[src/rtl/demux3_stream.sv]
// demux3_stream: 2-entry stream FIFO whose head word is steered to one of
// three destination channels according to the select stored with it.
// Words with select 2'b11 are dropped (and counted) instead of delivered.
//
// Handshake: a transfer happens on a rising edge where valid && ready are
// both 1. in_ready depends only on registered state. A y*_valid never
// depends on any y*_ready. Once raised, it holds with stable data until its
// transfer completes.
module demux3_stream #(
  parameter int WIDTH = 8
) (
  input  logic             clk,
  input  logic             rst_n,
  input  logic             in_valid,
  output logic             in_ready,
  input  logic [WIDTH-1:0] in_data,
  input  logic [1:0]       in_sel,
  output logic             y0_valid,
  output logic             y1_valid,
  output logic             y2_valid,
  input  logic             y0_ready,
  input  logic             y1_ready,
  input  logic             y2_ready,
  output logic [WIDTH-1:0] y0,
  output logic [WIDTH-1:0] y1,
  output logic [WIDTH-1:0] y2,
  output logic             err_sel,
  output logic [7:0]       drop_cnt
);

  // Each entry stores {sel, data}
  logic [WIDTH+1:0] mem_q [2];
  logic [WIDTH+1:0] mem_d [2];
  logic [1:0]       count_q, count_d;
  logic             wr_ptr_q, wr_ptr_d;
  logic             rd_ptr_q, rd_ptr_d;
  logic             err_sel_q, err_sel_d;
  logic [7:0]       drop_cnt_q, drop_cnt_d;

  logic [WIDTH+1:0] head;
  logic [1:0]       head_sel;
  logic [WIDTH-1:0] head_data;
  logic             non_empty;
  logic             sel_ready;
  logic             push;
  logic             pop;

  // Head decode, handshake qualifiers and channel outputs
  always_comb begin
    head      = mem_q[rd_ptr_q];
    head_sel  = head[WIDTH+1:WIDTH];
    head_data = head[WIDTH-1:0];
    non_empty = (count_q != 2'd0);
    in_ready  = (count_q < 2'd2);
    push      = in_valid && in_ready;
    sel_ready = 1'b0;
    case (head_sel)
      2'd0:    sel_ready = y0_ready;
      2'd1:    sel_ready = y1_ready;
      2'd2:    sel_ready = y2_ready;
      default: sel_ready = 1'b1;  // invalid select: drop without waiting
    endcase
    pop      = non_empty && sel_ready;
    y0_valid = non_empty && (head_sel == 2'd0);
    y1_valid = non_empty && (head_sel == 2'd1);
    y2_valid = non_empty && (head_sel == 2'd2);
    y0       = non_empty ? head_data : '0;
    y1       = non_empty ? head_data : '0;
    y2       = non_empty ? head_data : '0;
    err_sel  = err_sel_q;
    drop_cnt = drop_cnt_q;
  end

  // Next-state: storage write, pointer advance, occupancy, error/drop tracking
  always_comb begin
    mem_d      = mem_q;
    wr_ptr_d   = wr_ptr_q;
    rd_ptr_d   = rd_ptr_q;
    count_d    = count_q;
    err_sel_d  = err_sel_q;
    drop_cnt_d = drop_cnt_q;
    if (push) begin
      mem_d[wr_ptr_q] = {in_sel, in_data};
      wr_ptr_d        = ~wr_ptr_q;
      if (in_sel == 2'd3) begin
        err_sel_d = 1'b1;
      end
    end
    if (pop) begin
      rd_ptr_d = ~rd_ptr_q;
      if ((head_sel == 2'd3) && (drop_cnt_q != 8'hFF)) begin
        drop_cnt_d = drop_cnt_q + 8'd1;
      end
    end
    case ({push, pop})
      2'b10:   count_d = count_q + 2'd1;
      2'b01:   count_d = count_q - 2'd1;
      default: count_d = count_q;
    endcase
  end

  // State registers with asynchronous active-low clear
  always_ff @(posedge clk or negedge rst_n) begin
    if (!rst_n) begin
      for (int i = 0; i < 2; i++) begin
        mem_q[i] <= '0;
      end
      count_q    <= 2'd0;
      wr_ptr_q   <= 1'b0;
      rd_ptr_q   <= 1'b0;
      err_sel_q  <= 1'b0;
      drop_cnt_q <= 8'd0;
    end else begin
      mem_q      <= mem_d;
      count_q    <= count_d;
      wr_ptr_q   <= wr_ptr_d;
      rd_ptr_q   <= rd_ptr_d;
      err_sel_q  <= err_sel_d;
      drop_cnt_q <= drop_cnt_d;
    end
  end

endmodule

[config.mk]
export PLATFORM = sky130hd
export DESIGN_NAME = demux3_stream
export DESIGN_NICKNAME = d
export VERILOG_FILES = /design/src/rtl/demux3_stream.sv
export SDC_FILE = /design/constraint.sdc
export NUM_CORES = 1
export LEC_CHECK = 0
export CAP_MARGIN = 20
export CORE_UTILIZATION = 50
export DETAILED_ROUTE_END_ITERATION = 8
export PLACE_DENSITY = 0.95
export SYNTH_ARGS = -nofsm -noshare
export SYNTH_HDL_FRONTEND = slang
export SYNTH_SLANG_ARGS = --single-unit
[constraint.sdc]
create_clock -name clk -period 5.5 [get_ports clk]
set_input_delay 0.55 -clock clk [delete_from_list [all_inputs] [get_ports clk]]
set_output_delay 0.55 -clock clk [all_outputs]
set_load 0.05 [all_outputs]
==> results.json <==
{
  "syn_to_final_growth_pct": 30.4,
  "critPathCaptureType": "primary output",
  "max-slew-margin-rel_pct": 45.5,
  "synthCells": 152,
  "grt_start_max_net_pins": 34,
  "holdCritPathClass": "reg2reg",
  "hold_viol": 0,
  "cts_sinks": 33,
  "via_per_inst": 5.16,
  "syn_nets": 170,
  "io_buffer_count": 52,
  "tritoncts": "done",
  "final_layout_size_suffix_gt1_share_pct": 17.9,
  "max_freq_mhz": 293,
  "num_vias": 1244,
  "synthTopCellsByArea": "dfrtp_1 (47%), mux2_2 (14%), buf_4 (6.9%)",
  "die_y_um": 61.0,
  "crit_required_ns": 4.95,
  "critPathKind": "reg2out",
  "ys_warn_count": 0,
  "fin_ws_ns": 2.09,
  "synth_top_area_cell": "dfrtp_1",
  "crit_arrival_ns": 2.86,
  "post_cts_buffers": 0,
  "ant_nets": 0,
  "drc": 0,
  "finalNetCount": 212,
  "postSynthAreaPerCell_sq_um": 11.5,
  "track_usage_pct": 21.3,
  "numCtsBuffers": 5,
  "clk-insertion-delay-late_ns": 0.34,
  "fin_tns_setup_ns": 0,
  "yosysTopAreaCellShare_pct": 47.4,
  "gp_congestion": 0.774,
  "syn_area_sq_um": 1740,
  "critPathMaxStageDelay_ns": 0.89,
  "rsz0062_at_grt": "no",
  "chipWidth_um": 61.0,
  "io_pins": 53,
  "cap_violations": 0,
  "h-tree-depth": 2,
  "synth.distinct_cells": 33,
  "period_share_pct": 62.1,
  "wire_per_inst_um": 14.3,
  "fp.coreArea_sq_um": 3340,
  "antenna_cells": 0,
  "grt.overflow.total": 0,
  "clk_path_buf_depth": 2,
  "die-area_sq_um": 3730,
  "path_max_fanout": 22,
  "fin_crit_ns": 3.41,
  "maxSlewViolCount": 0,
  "worstMarginPinSlew_ns": 0.818,
  "worstSetupStartpointType": "flip-flop",
  "fp-row-count": 21,
  "drt_first_iter_violations": 43,
  "dp_slack_ns": 2.48,
  "cp_cell_sequence": "inv_1 > or3_2 > a21oi_1 > clkdlybuf4s50_1",
  "drt_wl_total_um": 3460,
  "path_clk_slew_ns": 0.11,
  "ys_seq_elements": 33,
  "hpwl_um": 2550,
  "worst_clock_skew_ns": 0.0150,
  "cts_hold_repair.buffers": 0,
  "firstDrtPassIters": 4,
  "setup_violations": 0,
  "start_util_pct": 52.2,
  "cts_root_buf": "clkbuf_4",
  "grt_pass1_vias": 1281,
  "grt_pass1_wl_um": 5740,
  "slowest_stage": "dfrtp_1",
  "outcome": "finished clean",
  "antenna_found_initial": 0,
  "yosysSeqAreaShare_pct": 47.4,
  "cts_resized": 0
}
layer usage:
metal | global-route usage, % | up-vias | wire length (um)
li1 | - | 601 | -
met1 | 25.4 | 601 | 1460
met2 | 36.6 | 37 | 1810
met3 | 4.62 | 5 | 146
met4 | 9.74 | 0 | 42
met5 | 0 | - | 0
synthesized netlist by cell type:
library cell / n
dfrtp_1: 33
mux2_2: 21
buf_4: 16
nor2_1: 12
mux2i_1: 11
xor2_1: 6
nand2_1: 5
nand3_1: 5
inv_1: 4
a21oi_1: 3
nand3b_1: 3
xnor2_1: 3
buf_2: 2
ha_1: 2
mux2_1: 2
nand4_1: 2
nor2b_1: 2
nor3_1: 2
nor4_1: 2
nor4b_1: 2
o21ai_0: 2
a31o_2: 1
and2_1: 1
and4bb_1: 1
clkbuf_1: 1
nor2_2: 1
nor3b_1: 1
o2bb2ai_1: 1
o311ai_0: 1
o32a_1: 1
or3_1: 1
or3_2: 1
or3_4: 1
area by class of cell:
cell class	count	area, sq um
clock buffer	7	65.1
inverter	4	15.0
tap	46	57.6
multi-input combinational	96	768
timing repair buffer	54	536
fill	271	1060
clock inverter	1	5.00
sequential	33	826
through the flow:
step	util (%)	area (sq um)	hold WS, ns	instances
CTS	67.9	2260	0.488	240
finish	68.1	2270	0.483	241
floorplan	-	1740	0.254	152
global route	68.1	2270	0.504	241
global placement	65.8	2190	0.457	232
detailed placement	65.8	2190	0.466	232
worst max-delay path: cells and delay by family (launching register included):
family | cells | cell delay [ns]
compound gates | 1 | 0.19
buf+inv | 2 | 0.96
flops | 1 | 0.89
simple gates | 1 | 0.47
final timing paths:
path	startpoint	to	slack, ns	depth (start not counted)
setup / recovery	rd_ptr_q	y0_valid	2.09	4
hold / removal	err_sel	err_sel	0.48	1
setup reg to reg	rd_ptr_q	drop_cnt[5]	3.18	4
hold reg to reg	err_sel	err_sel	0.48	1
max in group asynchronous	rst_n	drop_cnt[0]	4.58	2
min in group asynchronous	rst_n	drop_cnt[5]	0.60	2
state kept, by name, indices dropped and copies added (netlist names):
| signal | cells |
|---|---|
| rd_ptr_q | 1 |
| mem_q | 20 |
| err_sel | 1 |
| wr_ptr_q | 1 |
| count_q | 2 |
| drop_cnt | 8 |
logic make-up (layout without fill, tap and decap cells):
group	count (synthesis)	in the layout	synth area share, %
and+or+nand+nor	42	42	13.4
muxes	34	34	21.2
DFF	33	33	47.4
buffers and inverters	23	66	8.54
AOI/OAI and AO/OA	9	9	3.52
xor gates and xnor gates	9	9	4.52
adders and majority gates	2	2	1.44
layout by cell type, fill, tap and decap left out, drive strengths merged, types with 2 or more instances in the layout:
| master | count |
|---|---|
| mux2i | 11 |
| clkdlybuf4s50 | 52 |
| nor2b | 2 |
| o21ai | 2 |
| nand3 | 5 |
| ha | 2 |
| dfrtp | 33 |
| nand3b | 3 |
| clkbuf | 7 |
| or3 | 3 |
| nand2 | 5 |
| nand4 | 2 |
| a21oi | 3 |
| xnor2 | 3 |
| mux2 | 23 |
| nor4b | 2 |
| inv | 4 |
| nor2 | 13 |
| buf | 2 |
| nor4 | 2 |
| nor3 | 2 |
| xor2 | 6 |
Power is left out: the tool's default activity adds up to more than one toggle a clock period on the data nets, which glitch-free logic cannot reach.
